<file path="src/rtl/vga_timing_ctrl.sv">
// vga_timing_ctrl: free-running VGA raster timing (640x480 @ 60 Hz by default) from a 50 MHz clock.
// Latency: hSync/vSync/bright are registered from the next counter values, so they always line up
//          with the hCount/vCount currently on the outputs; frameTick is decoded combinationally.
// Backpressure: none. The block free-runs, and only rst alters the sequence.
//
// Ports:
//   clk        system clock (50 MHz)
//   rst        synchronous, active-high reset
//   pixEn      pixel-rate enable, toggles every clk (25 MHz, 50% duty)
//   hCount     horizontal position, 0 .. H_TOTAL-1
//   vCount     vertical position, 0 .. V_TOTAL-1
//   hSync      horizontal sync, active low
//   vSync      vertical sync, active low
//   bright     high inside the visible region
//   frameTick  one-clk end-of-frame strobe; present only when VGA_FRAME_TICK_EN is defined
//
// Optional feature macro: VGA_FRAME_TICK_EN (adds the frameTick output).
//
// The count origin is the leading edge of sync, so each axis runs:
// sync, back porch, active, front porch.

module vga_timing_ctrl #(
  parameter int H_SYNC   = 96,
  parameter int H_BACK   = 48,
  parameter int H_ACTIVE = 640,
  parameter int H_FRONT  = 16,
  parameter int V_SYNC   = 2,
  parameter int V_BACK   = 33,
  parameter int V_ACTIVE = 480,
  parameter int V_FRONT  = 10
) (
  input  logic       clk,
  input  logic       rst,
  output logic       pixEn,
  output logic [9:0] hCount,
  output logic [9:0] vCount,
  output logic       hSync,
  output logic       vSync,
  output logic       bright
`ifdef VGA_FRAME_TICK_EN
  ,
  output logic       frameTick
`endif
);

  localparam int H_TOTAL = H_SYNC + H_BACK + H_ACTIVE + H_FRONT;
  localparam int V_TOTAL = V_SYNC + V_BACK + V_ACTIVE + V_FRONT;

  localparam logic [9:0] H_LAST    = 10'(H_TOTAL - 1);
  localparam logic [9:0] V_LAST    = 10'(V_TOTAL - 1);
  localparam logic [9:0] H_SYNC_END = 10'(H_SYNC);
  localparam logic [9:0] V_SYNC_END = 10'(V_SYNC);
  localparam logic [9:0] H_VIS_BEG = 10'(H_SYNC + H_BACK);
  localparam logic [9:0] H_VIS_END = 10'(H_SYNC + H_BACK + H_ACTIVE);  // exclusive
  localparam logic [9:0] V_VIS_BEG = 10'(V_SYNC + V_BACK);
  localparam logic [9:0] V_VIS_END = 10'(V_SYNC + V_BACK + V_ACTIVE);  // exclusive

  logic [9:0] h_next;
  logic [9:0] v_next;

  // Next raster position. The counters only move on edges where pixEn is already high,
  // so each position holds for exactly two clk.
  always_comb begin
    h_next = hCount;
    v_next = vCount;
    if (pixEn) begin
      if (hCount == H_LAST) begin
        h_next = 10'd0;
        v_next = (vCount == V_LAST) ? 10'd0 : vCount + 10'd1;
      end else begin
        h_next = hCount + 10'd1;
      end
    end
  end

  // The sync and bright flags are decoded from the next position and registered alongside
  // the counters, so they never lag the coordinates by a cycle.
  always_ff @(posedge clk) begin
    if (rst) begin
      pixEn  <= 1'b0;
      hCount <= 10'd0;
      vCount <= 10'd0;
      hSync  <= 1'b0;
      vSync  <= 1'b0;
      bright <= 1'b0;
    end else begin
      pixEn  <= ~pixEn;
      hCount <= h_next;
      vCount <= v_next;
      hSync  <= (h_next >= H_SYNC_END);
      vSync  <= (v_next >= V_SYNC_END);
      bright <= (h_next >= H_VIS_BEG) && (h_next < H_VIS_END) &&
                (v_next >= V_VIS_BEG) && (v_next < V_VIS_END);
    end
  end

`ifdef VGA_FRAME_TICK_EN
  // High on the single clk before the counters wrap to (0,0).
  assign frameTick = pixEn && (hCount == H_LAST) && (vCount == V_LAST);
`endif

endmodule

</file>
<file path="config.mk">
export PLATFORM = sky130hd
export DESIGN_NAME = vga_timing_ctrl
export DESIGN_NICKNAME = d
export VERILOG_FILES = /design/src/rtl/vga_timing_ctrl.sv
export SDC_FILE = /design/constraint.sdc
export NUM_CORES = 1
export LEC_CHECK = 0
export ABC_AREA = 1
export ABC_CLOCK_PERIOD_IN_PS = 3500
export BUFFER_PORTS_ARGS = -buffer_cell sky130_fd_sc_hd__clkbuf_2
export CORE_MARGIN = 8
export CORE_UTILIZATION = 30
export DETAILED_ROUTE_END_ITERATION = 8
export PLACE_DENSITY_LB_ADDON = 0.15
export SYNTH_ARGS = -nofsm -noshare
export SYNTH_HDL_FRONTEND = slang
export SYNTH_SLANG_ARGS = --single-unit
</file>
<file path="constraint.sdc">
create_clock -name clk -period 3.5 [get_ports clk]
set_input_delay 0.175 -clock clk [delete_from_list [all_inputs] [get_ports clk]]
set_output_delay 0.175 -clock clk [all_outputs]
set_load 0.01 [all_outputs]
</file>
# Yosys cells after proc, flatten, opt, wreduce, memory -nomap -nowiden
# Cells that the tools add are included.
# totals
in_bits	2
register_bits	24
# op_classes
bitwise_logic	1
add_sub_neg	2
mux	5
eq_ne	2
reduce_logical	3
magnitude_cmp	6
# op_table
op	n
$mux W10	5
$add A10 B1 Y10 const B	2
$eq A10 B10 Y1 const B	2
$lt A10 B10 Y1 const B	2
$ge A10 B2 Y1 const B	1
$ge A10 B6 Y1 const B	1
$ge A10 B7 Y1 const B	1
$ge A10 B8 Y1 const B	1
$logic_and A1 B1 Y1	3
$not A1 Y1	1

# Depth between registers and ports, before layout
# Gate-level depths: netlist (run 1).
# logic_depth
word_depth	7
ltp_mapped	15

# Worst setup path before layout (run 1)
# Ideal clock, no wire load.
# synth_path
path_type	register to register
from	register vCount[1]
to	register bright
slack_ns	1.829
t_required_ns	3.387
path_buffers	0
setup_ns	0.113
path_stages_with_launch	15
t_arrival_ns	1.558
path_cell_list	dfxtp_1 > ha_1 > nand2_1 > nor2_1 > nand3_1 > nand3_1 > nand2_1 > nand2_1 > nand2_1 > inv_1 > nand2_1 > nor2_1 > nand2_1 > nand2_1 > nor2_1
# synth_via
elab_chain_cells	7
elab_cells_between_ends	9
classes_between	1 x add/sub; 2 x order compare; 1 x eq/ne; 3 x mux; 2 x reduce/logical
# synth_rtl
item	line	text
start: declaration	36	output logic [9:0] vCount,
start signal: assignment	89	vCount <= v_next;
$add A10 B1 Y10 or $eq A10 B10 Y1 (tied branches)	69	v_next = (vCount == V_LAST) ? 10'd0 : vCount + 10'd1;
$mux W10	69	
$mux W10	67	if (hCount == H_LAST) begin
$mux W10 (*)	66	if (pixEn) begin
$ge A10 B6 Y1	93	(v_next >= V_VIS_BEG) && (v_next < V_VIS_END);
$logic_and A1 B1 Y1	92	bright <= (h_next >= H_VIS_BEG) && (h_next < H_VIS_END) &&
$logic_and A1 B1 Y1 (*)	93	
end signal: assignment	92	
end: declaration	39	output logic bright
# Mark *: on every way between the ends. The rest lies on a longest branch, timed or not.
# A chain may end at the register's enable or synchronous reset.

# Worst setup path in the final report (run 1)
# layout_path
from	register pixEn
to	register vSync
# layout_via
elab_chain_cells	2
# layout_rtl
item	line	text
start: declaration	34	output logic pixEn,
start signal: assignment	87	pixEn <= ~pixEn;
$mux W10	66	
$ge A10 B2 Y1	91	vSync <= (v_next >= V_SYNC_END);
end signal: assignment	91	
end: declaration	38	output logic vSync,
# Every way passes these cells.

==> results.txt, run 1 <==
----------------------------------------------------
[Outcome]
  Result of the run ... finished clean

[Critical path]
  Critical-path cell with the highest stage delay ... dfxtp_1
  Top fanout value on the critical path ... 17
  Cells traversed along the worst timing path ... nand4_4 -> clkinv_2 -> nand2_1 -> nand2_1 -> nand2_1 -> inv_1 -> nand3_1 -> nor2_1 -> a21oi_1
  CP Capture Type ... register
  Delay of the slowest cell on the worst path ... roughly 0.76 ns
  Data arrival at the endpoint of the critical path ... ~2.2 ns
  Required time at the endpoint of the critical path ... between 3 and 4 ns
  Worst r2r path cells ... 9
  Startpoint types ... register
  End of the worst register-to-register path ... vSync
  Most used cell along the critical path ... nand2_1
  Worst R2R Start ... pixEn
  Slack of the worst reg-to-reg path ... between 1 and 1.5 ns
  Type of the setup path with the least slack ... register to register

[Timing]
  Post-route worst hold slack ... between 0.3 and 0.4 ns
  Clock tree skew after final layout ... approximately 0.0065 ns
  Slew margin rel. ... 55.31%
  Number of setup violations in the final report ... 0
  Top achievable clock speed ... 482.4 MHz
  Min Clock Period, post-route ... about 2.1 ns
  Number of hold violations in the final report ... 0
  Final worst path period share ... between 50% and 60%
  Setup slack of the critical path after layout ... roughly 1.4 ns
  Transition at the pin with the smallest max-transition slack ... approximately 0.67 ns
  Setup TNS ... 0 ns
  Max-slew violation count ... 0
  Unrepaired setup endpoints after global routing ... false

[Route]
  Routed wire length per instance ... ~12 µm
  Count of vias placed by the detailed router ... 1560
  DRC violation count after routing ... 0
  First DRT Iteration DRCs ... 80
  Total length of routed wires ... slightly above 4 mm
  Number of detailed-route iterations in the first pass ... 4
  Routed Antenna Nets ... 0
  Ratio of routed vias to standard cells ... around 4.7

[Power]
  Highest ir drop seen on vdd ... approximately 0.15 mV
  Cell area power density ... between 200 and 300 nW/µm²
  Register share of total power ... between 60% and 70%
  Clk pwr share ... ~36%
  Power Internal ... 0.3566 mW
  Switching share of power ... 23.02%
  NetSw ... ~0.11 mW
  Static leakage power ... slightly below 0.9 nW
  Fraction of power consumed by combinational cells ... approximately 3%

[Yosys]
  Sequential fraction of the synthesis area ... between 30% and 40%
  Synthesized Nets ... around 250
  Avg Synthesized Cell Area ... 6.148 µm²
  Syn. warnings ... 0
  Post-synthesis instance total ... between 200 and 250
  Area of the mapped netlist ... 1494 µm²
  Synthesized flop and latch total ... 24
  Cell variety after synth ... 27

[Clock tree]
  Root buffer cell ... clkbuf_8
  Number of clock sinks ... 24
  CTS resizes ... 0
  Clock-pin slew reported for the worst setup and hold paths after clock tree synthesis ... ~0.090 ns
  Skew-Pair Late Insertion Delay ... 0.27 ns
  Maximum buffer depth of the clock tree ... 2
  TritonCTS clock tree ... done
  Post-CTS setup buffer count ... 0
  Hold buffer count at cts ... 0
  Number of H-tree levels ... 1
  Number of CTS-inserted buffers ... 3

[Cells and area]
  Share of the core filled with cells in the final layout ... a little over a third
  Antenna cell count ... 0
  Post-Layout Cell Count ... around 330
  Number of fill cells in the layout ... between 500 and 600
  Synth-to-Final Area Change ... 14.74%
  Layout net count ... about 270
  Fraction of final layout cells sized beyond drive strength 1 ... between 10% and 20%

[Floorplan]
  Floorplan Core Area ... roughly 4800 µm²
  Area enclosed by the die boundary ... 7494 µm²
  Effective utilization at floorplan ... a little under a third
  IO Count ... 26
  Site row count ... 25
  Die width ... about 87 µm
  Die outline height ... just under 90 µm

[Worst hold path]
  Hold path startpoint ... rst
  Min-delay worst type ... input port to register
  Number of stages on the worst hold path ... 2
  Hold worst-path end ... vCount[6]

[Job]
  Count of max-cap constraint violations ... 0

[Place]
  Cell count after placement ... between 300 and 400
  Worst slack at placement ... roughly 1.4 ns
  Gp weighted congestion ... roughly 0.8
  Total half-perimeter wirelength after legalization and detailed placement ... 3.174 mm
  # port buffers ... 25

[Global routing]
  Global-route usage over all layers ... between 10% and 20%
  Global-route congestion overflow total ... 0
  Pin count of the biggest net entering global routing ... 20
  Wire length of the first global-routing pass ... around 7 mm
  Number of antenna violations at the first check in global routing ... 0
  Vias in the first global route ... roughly 1500

----------------------------------------------------
## layout make-up
type	instances	area, µm²	area share, %
inverter	39	147.6	8.613
sequential	24	480.5	28.03
timing repair buffer	25	125.1	7.299
tap	67	83.83	4.891
multi-input combinational	175	835.8	48.76
clock buffer	3	41.29	2.409
## metal layers
metal	up-vias	wire [µm]	track usage (%)	share of wire (%)
met5	-	0	0	0
met4	0	61	4.538	1.5
met1	707	2014	15.27	49
met2	39	1796	18.26	44
met3	4	232	2.836	5.7
li1	810	-	-	-
## power by group through the flow
stage / clock network [mW] / registers [mW] / logic (mW)
finish: 0.168 / 0.282 / 0.0137
global route: 0.184 / 0.283 / 0.0164
CTS: 0.174 / 0.282 / 0.0140
detailed placement: 0 / 0.288 / 0.0140
global placement: 0 / 0.288 / 0.0140
floorplan: 0 / 0.285 / 0.0116
## metrics by stage
stage	power, mW	area, µm²
after floorplan	0.2969	1494
after global placement	0.3024	1673
after detailed placement	0.3024	1673
after CTS	0.4700	1714
after global routing	0.4835	1714
final	0.4633	1714
## worst max path at each step
| stage | end | startpoint | slack (ns) |
|---|---|---|---|
| after floorplan | bright | vCount[1] | 1.83 |
| after global placement | vSync | pixEn | 1.40 |
| after detailed placement | vSync | pixEn | 1.45 |
| after CTS | vSync | pixEn | 1.43 |
| after global routing | bright | pixEn | 1.19 |
| final | vSync | pixEn | 1.43 |
## cell usage after synthesis, drive strengths merged
cell type / count / share of area [%]
nand4: 10 / 5.2
xor2: 1 / 0.59
nand2: 70 / 18
inv: 38 / 9.5
nand3: 28 / 9.4
nor3: 3 / 1.3
nor2: 44 / 13
a2111oi: 1 / 0.59
clkbuf: 3 / 0.75
buf: 2 / 1.3
or2: 1 / 0.42
clkinv: 1 / 0.33
o21ai: 6 / 2.0
dfxtp: 24 / 32
a41oi: 1 / 0.59
a21oi: 5 / 1.7
a211oi: 1 / 0.50
o21bai: 1 / 0.50
ha: 3 / 2.5
## logic make-up after synthesis
family	Yosys count	synth area share, %
adder cells (fa/ha/maj)	3	2.513
flip-flops	24	32.16
AND/OR/NAND/NOR	156	46.98
AO/OA/AOI/OAI	15	5.863
buffers and inverters	44	11.89
XOR/XNOR	1	0.5864
## cells in the final DEF, fill, tap and decap left out, drive strengths merged
cell / n
nand2: 70
nor2: 44
inv: 38
nand3: 28
clkbuf: 28
dfxtp: 24
nand4: 10
o21ai: 6
a21oi: 5
ha: 3
nor3: 3
xor2: 1
clkinv: 1
a2111oi: 1
a211oi: 1
or2: 1
o21bai: 1
a41oi: 1
## worst max-delay path: cells and delay by family (launching register included)
family                 cells  cell delay [ns]
AOI/OAI and AO/OA          1             0.08
buffers and inverters      2             0.30
DFF                        1             0.76
and+or+nand+nor            6             0.80
## flip-flops by register name, indices dropped and copies added (netlist names)
| signal | flops |
|---|---|
| bright | 1 |
| hSync | 1 |
| pixEn | 1 |
| vCount | 10 |
| vSync | 1 |
| hCount | 10 |
Note: power is estimated with default switching activity, not from simulation.
==> inputs of run 2 (changes only) <==
- ABC_AREA: 1 -> 0
- ABC_CLOCK_PERIOD_IN_PS: 3500 -> 1800
- clock period: 3.5 -> 1.8 ns (I/O delays scaled with it)
==> results.txt, run 2 <==
----------------------------------------------------
[Critical path]
  CP Capture Type ... register
  Top fanout value on the critical path ... 6 (-11)
  Required time at the endpoint of the critical path ... 2.00 ns (-1.64 ns)
  Startpoint types ... register
  Data arrival at the endpoint of the critical path ... 2.48 ns (+0.27 ns)
  Type of the setup path with the least slack ... register to register
  Worst r2r path cells ... 8 (-1)

[Outcome]
  Failing checks ... negative setup slack
  Result of the run ... complete, but fails checks

[Yosys]
  Ys async rst share ... 0% (unchanged)
  Post-synthesis instance total ... 160 (-34%)
  Cell variety after synth ... 39 (+44%)
  Synthesized flop and latch total ... 24 (unchanged)
  Synthesized Nets ... 165 (-33%)
  Yosys top cell area share ... 36.96% (+4.8 points)
  Top cells by instance count after synthesis ... 24 x dfxtp_1, 20 x nor2_1, 14 x nand2_1
  Most area-hungry cell type in the Yosys netlist ... dfxtp_1
  Ranking of synthesized cells by area ... dfxtp_1 37%, xor2_1 6.1%, nor2_1 5.8%
  Area of the mapped netlist ... 1300 µm² (-13%)
  Syn. warnings ... 0 (unchanged)
  Post-synth EDFFs ... 0 (unchanged)
  Avg Synthesized Cell Area ... 8.125 µm² (+32%)
  Most frequent cell after synthesis ... dfxtp_1
  Most used flip-flop cell after synthesis ... dfxtp_1
  Sequential fraction of the synthesis area ... 36.96% (+4.8 points)

[Power]
  Clk pwr share ... 37.5% (+1.3 points)
  Cell area power density ... 476.8 nW/µm² (+76%)
  Final Total Pwr ... 1.015 mW (+120%)
  Static leakage power ... 0.9362 nW (+7.8%)
  NetSw ... 0.2375 mW (+120%)
  Highest ir drop seen on vdd ... 0.4593 mV (+200%)
  Register share of total power ... 54.0% (-6.9 points)
  Fraction of power consumed by combinational cells ... 8.5% (+5.5 points)
  Power Internal ... 0.7773 mW (+120%)
  Switching share of power ... 23.40% (+0.38 points)

[Route]
  Ratio of routed vias to standard cells ... 5.052 (+7.8%)
  Number of detailed-route iterations in the first pass ... 4 (unchanged)
  Count of vias placed by the detailed router ... 1470 (-5.8%)
  First DRT Iteration DRCs ... 36 (-55%)
  Routed wire length per instance ... 14.93 µm (+21%)
  DRC violation count after routing ... 0 (unchanged)
  Total length of routed wires ... 4.344 mm (+5.8%)
  Routed Antenna Nets ... 0 (unchanged)

[Timing]
  Top achievable clock speed ... 438.2 MHz (-9.2%)
  Setup TNS ... -1.448 ns (-1.448 ns)
  Max-slew violation count ... 0 (unchanged)
  Unrepaired setup endpoints after global routing ... true
  Slew margin rel. ... 64.50% (+9.2 points)
  Transition at the pin with the smallest max-transition slack ... 0.5325 ns (-0.1369 ns)
  Min Clock Period, post-route ... 2.282 ns (+0.2091 ns)
  Setup slack of the critical path after layout ... -0.4820 ns (-1.909 ns)
  Clock tree skew after final layout ... 0.007903 ns (+0.001436 ns)
  Final worst path period share ... 126.8% (+68 points)
  Number of setup violations in the final report ... 9 (+9)
  Number of hold violations in the final report ... 0 (unchanged)

[Cells and area]
  Commonest non-fill, non-tap cells in the layout ... 53 x buf_4, 25 x clkbuf_2, 20 x nor2_1
  Fraction of final layout cells sized beyond drive strength 1 ... 48.95% (+33 points)
  Antenna cell count ... 0 (unchanged)
  Synth-to-Final Area Change ... 63.71%
  Leading cell type in the layout, fill and taps excluded ... buf_4
  Cell area after layout ... 2128 µm² (+24%)
  Layout net count ... 245 (-10%)
  Post-Layout Cell Count ... 291 (-13%)
  Leading registers by flop count ... hCount: 10 flops, vCount: 10 flops

[Place]
  Worst slack at placement ... -0.4858 ns (-1.932 ns)
  Cell count after placement ... 276 (-16%)
  # port buffers ... 25 (unchanged)
  Dpl cell area ... 1809 µm² (+8.2%)
  Total half-perimeter wirelength after legalization and detailed placement ... 3.134 mm (-1.2%)
  Gp weighted congestion ... 0.9947 (+24%)

[Floorplan]
  Die width ... 81.83 µm (-5.5%)
  Floorplan Core Area ... 4264 µm² (-10%)
  Die outline height ... 81.83 µm (-5.5%)
  Effective utilization at floorplan ... 30.49% (-0.93 points)
  Area enclosed by the die boundary ... 6695 µm² (-11%)
  Site row count ... 24 (-4.0%)
  IO Count ... 26 (unchanged)

[Clock tree]
  Number of CTS-inserted buffers ... 3 (unchanged)
  Hold buffer count at cts ... 0 (unchanged)
  Number of H-tree levels ... 1 (unchanged)
  TritonCTS clock tree ... done
  Root buffer cell ... clkbuf_8
  Number of clock sinks ... 24 (unchanged)
  Maximum buffer depth of the clock tree ... 2 (unchanged)
  Clock-pin slew reported for the worst setup and hold paths after clock tree synthesis ... 0.09 ns (about the same)
  Skew-Pair Late Insertion Delay ... 0.27 ns (about the same)

[Global routing]
  Global-route congestion overflow total ... 0 (unchanged)
  Vias in the first global route ... 1525 (+1.3%)
  Pin count of the biggest net entering global routing ... 25 (+25%)
  Global-route usage over all layers ... 13.28% (+1.5 points)
  Wire length of the first global-routing pass ... 6.962 mm (-2.0%)
  Number of antenna violations at the first check in global routing ... 0 (unchanged)

[Worst hold path]
  Number of stages on the worst hold path ... 2 (unchanged)
  Min-delay worst type ... input port to register

[Job]
  Count of max-cap constraint violations ... 0 (unchanged)

----------------------------------------------------
-- run 2: cell count changes in the layout (fill, tap and decap cells not counted), sizes merged, moves of 8 or more --
cell,previous run,this run
buf,0,58
nand2,70,14
inv,38,4
nor2,44,20
nand3,28,8
xor2,1,9
-- run 2: timing repair --
item | CTS | global route
gates resized for setup | 25 | 11
setup buffers | 9 | 4
endpoints found under the setup margin | 9 | 15
pin swaps | 10 | 8
-- run 2: final cells by class --
| type | count | area, µm² |
|---|---|---|
| fill | 432 | 2136 |
| multi-input combinational | 124 | 927.1 |
| timing repair buffer | 83 | 579.3 |
| sequential | 24 | 486.7 |
| tap | 52 | 65.06 |
| clock buffer | 4 | 55.05 |
| inverter | 4 | 15.01 |
-- run 2: final timing paths --
path         startpoint  slack (ns)     end
min                 rst        0.34  bright
min reg2reg       pixEn        0.60   pixEn
max reg2reg   hCount[0]       -0.48  bright
max           hCount[0]       -0.48  bright
-- run 2: metrics by stage --
stage                     hold WS, ns  util, %
after floorplan                0.1616        -
final                          0.3370    49.91
after CTS                      0.3334    48.21
after global routing           0.3609    49.91
after detailed placement       0.4823    42.43
after global placement         0.4810    42.43
-- run 2: critical path, stage by stage (launching register included) --
cell,delay [ns]
dfxtp_2,0.36
ha_4,0.16
nand2_4,0.05
or4_4,0.58
or3_4,0.36
xor2_2,0.15
and3_4,0.19
a21o_1,0.16
a211oi_2,0.20
-- run 2: per-layer routing --
layer | wire length [µm] | global-route usage [%] | vias to the layer above
li1 | - | - | 724
met1 | 1719 | 14.17 | 705
met2 | 2343 | 24.70 | 33
met3 | 180 | 3.063 | 8
met4 | 102 | 4.912 | 0
met5 | 0 | 0 | -
-- run 2: logic make-up (layout without fill, tap and decap cells) --
group	Yosys count	after routing	share of synthesized area, %
AOI/OAI and AO/OA	27	27	13.57
buffers and inverters	12	91	4.427
and+or+nand+nor	81	81	33.40
adders and majority gates	3	3	2.888
DFF	24	24	36.96
xor gates and xnor gates	13	13	8.758
-- run 2: power by group through the flow --
| stage | clock [mW] | combinational, mW | sequential [mW] |
|---|---|---|---|
| after global placement | 0 | 0.0729 | 0.559 |
| after detailed placement | 0 | 0.0759 | 0.559 |
| after floorplan | 0 | 0.0324 | 0.566 |
| after CTS | 0.398 | 0.0863 | 0.548 |
| after global routing | 0.417 | 0.0943 | 0.550 |
| final | 0.381 | 0.0858 | 0.548 |
==> inputs of run 3 (changes only) <==
- CORE_UTILIZATION: 30 -> 48
==> results.txt, run 3 (same netlist as run 2, synthesis figures left out) <==
----------------------------------------------------
[Outcome]
  Result of the run ... complete, but fails checks
  Failing checks ... negative setup slack

[Cells and area]
  Layout net count ... 232 (-5.3%)
  Commonest non-fill, non-tap cells in the layout ... 43 x buf_4, 25 x clkbuf_2, 21 x dfxtp_1
  Leading registers by flop count ... hCount: 10 flops, vCount: 10 flops
  Number of fill cells in the layout ... 219 (-49%)
  Cell area after layout ... 1926 µm² (-9.5%)
  Synth-to-Final Area Change ... 48.12%
  Fraction of final layout cells sized beyond drive strength 1 ... 42.92% (-6.0 points)
  Antenna cell count ... 0 (unchanged)
  Share of the core filled with cells in the final layout ... 72.32% (+22 points)
  Leading cell type in the layout, fill and taps excluded ... buf_4

[Clock tree]
  TritonCTS clock tree ... done
  Root buffer cell ... clkbuf_4
  Number of H-tree levels ... 1 (unchanged)
  Maximum buffer depth of the clock tree ... 2 (unchanged)
  Number of CTS-inserted buffers ... 3 (unchanged)
  Number of clock sinks ... 24 (unchanged)
  Clock-pin slew reported for the worst setup and hold paths after clock tree synthesis ... 0.14 ns (+0.05 ns)
  Skew-Pair Late Insertion Delay ... 0.31 ns (+0.04 ns)

[Route]
  First DRT Iteration DRCs ... 63 (+75%)
  Total length of routed wires ... 3.667 mm (-16%)
  Number of detailed-route iterations in the first pass ... 4 (unchanged)
  Count of vias placed by the detailed router ... 1441 (-2.0%)
  Routed wire length per instance ... 14.27 µm (-4.4%)
  DRC violation count after routing ... 0 (unchanged)
  Ratio of routed vias to standard cells ... 5.607 (+11%)
  Routed Antenna Nets ... 0 (unchanged)

[Timing]
  Setup slack of the critical path after layout ... -0.4466 ns (+0.03539 ns)
  Clock tree skew after final layout ... 0.009275 ns (+0.001372 ns)
  Slew margin rel. ... 65.14% (+0.64 points)
  Top achievable clock speed ... 445.1 MHz (+1.6%)
  Number of hold violations in the final report ... 0 (unchanged)
  Unrepaired setup endpoints after global routing ... true
  Post-route worst hold slack ... 0.2919 ns (-0.04511 ns)
  Number of setup violations in the final report ... 10 (+1)
  Final worst path period share ... 124.8% (-2.0 points)
  Min Clock Period, post-route ... 2.247 ns (-0.03539 ns)
  Max-slew violation count ... 0 (unchanged)
  Transition at the pin with the smallest max-transition slack ... 0.5229 ns (-0.009569 ns)

[Place]
  Worst slack at placement ... -0.4687 ns (+0.01703 ns)
  # port buffers ... 25 (unchanged)
  Total half-perimeter wirelength after legalization and detailed placement ... 2.763 mm (-12%)
  Dpl cell area ... 1730 µm² (-4.4%)
  Gp weighted congestion ... 0.8786 (-12%)

[Worst hold path]
  Min-delay worst type ... input port to register

[Critical path]
  Data arrival at the endpoint of the critical path ... 2.48 ns (about the same)
  Required time at the endpoint of the critical path ... 2.04 ns (+0.04 ns)
  Critical-path cell with the highest stage delay ... or4_4
  Crit-path leading delay family ... simple AND/OR/NAND/NOR gates
  Cells traversed along the worst timing path ... or2_4 -> or4_4 -> buf_6 -> nor3_4 -> xnor2_2 -> and3_4 -> nand4_1 -> a211oi_2
  Delay of the slowest cell on the worst path ... 0.55 ns (-0.03 ns)
  Slack of the worst reg-to-reg path ... -0.45 ns (+0.04 ns)
  Top fanout value on the critical path ... 4 (-2)
  CP Capture Type ... register
  Type of the setup path with the least slack ... register to register
  Buffering stage count on the worst path with inverters included ... 1 (+1)
  Startpoint types ... register

[Floorplan]
  Floorplan Core Area ... 2663 µm² (-38%)
  Site row count ... 19 (-21%)
  Effective utilization at floorplan ... 48.83% (+18 points)
  Die width ... 68.04 µm (-17%)
  Area enclosed by the die boundary ... 4629 µm² (-31%)
  Die outline height ... 68.04 µm (-17%)
  IO Count ... 26 (unchanged)

[Global routing]
  Global-route congestion overflow total ... 0 (unchanged)
  Pin count of the biggest net entering global routing ... 25 (unchanged)
  Global-route usage over all layers ... 16.13% (+2.8 points)
  Wire length of the first global-routing pass ... 5.858 mm (-16%)
  Vias in the first global route ... 1360 (-11%)
  Number of antenna violations at the first check in global routing ... 0 (unchanged)

[Power]
  Cell area power density ... 473.0 nW/µm² (-0.80%)
  Highest ir drop seen on vdd ... 0.3735 mV (-19%)
  Static leakage power ... 0.8414 nW (-10%)

[Job]
  Count of max-cap constraint violations ... 0 (unchanged)

----------------------------------------------------
==> run 3: cell types whose count changed in the layout (fill, tap and decap cells not counted), sizes merged <==
cell  before  now
buf       58   45
==> run 3: final timing paths <==
path | from | endpoint | cells after the start
hold reg to reg | pixEn | pixEn | 2
hold / removal | rst | bright | 2
setup reg to reg | hCount[5] | bright | 8
setup / recovery | hCount[5] | bright | 8
==> run 3: cell type report <==
| class | count | area, µm² | share of cell area [%] |
|---|---|---|---|
| clock buffers | 4 | 36.28 | 1.884 |
| inverters | 4 | 15.01 | 0.7797 |
| flip-flops and latches | 24 | 484.2 | 25.15 |
| multi-input cells | 124 | 880.8 | 45.74 |
| repair buffers | 70 | 470.5 | 24.43 |
| well taps | 31 | 38.79 | 2.014 |
==> run 3: where the power goes <==
group	switching (mW)	internal, mW
Sequential	0.00652	0.541
Clock	0.163	0.123
Combinational	0.0414	0.0355
Total	0.211	0.700
==> run 3: routing by layer <==
layer,track usage (%),share of wire [%],up-vias
met2,30.60,54,45
li1,-,-,706
met4,8.696,3.6,0
met5,0,0,-
met3,2.291,3.5,12
met1,16.54,39,678
==> run 3: what timing repair did <==
| item | in CTS | in global routing |
|---|---|---|
| pin swaps | 2 | 6 |
| hold buffers | 0 | 0 |
| endpoints found under the setup margin | 10 | 13 |
| buffers inserted | 4 | 1 |
| gates cloned | 0 | 0 |
| resized for setup | 13 | 9 |
==> run 3: through the flow <==
| stage | cells | power (mW) | setup TNS (ns) |
|---|---|---|---|
| CTS | 256 | 0.9216 | -1.714 |
| global route | 257 | 0.9499 | -2.725 |
| detailed placement | 248 | 0.6317 | -1.662 |
| global placement | 248 | 0.6304 | -1.477 |
| floorplan | 160 | 0.5983 | -1.040 |
| finish | 257 | 0.9108 | -1.612 |
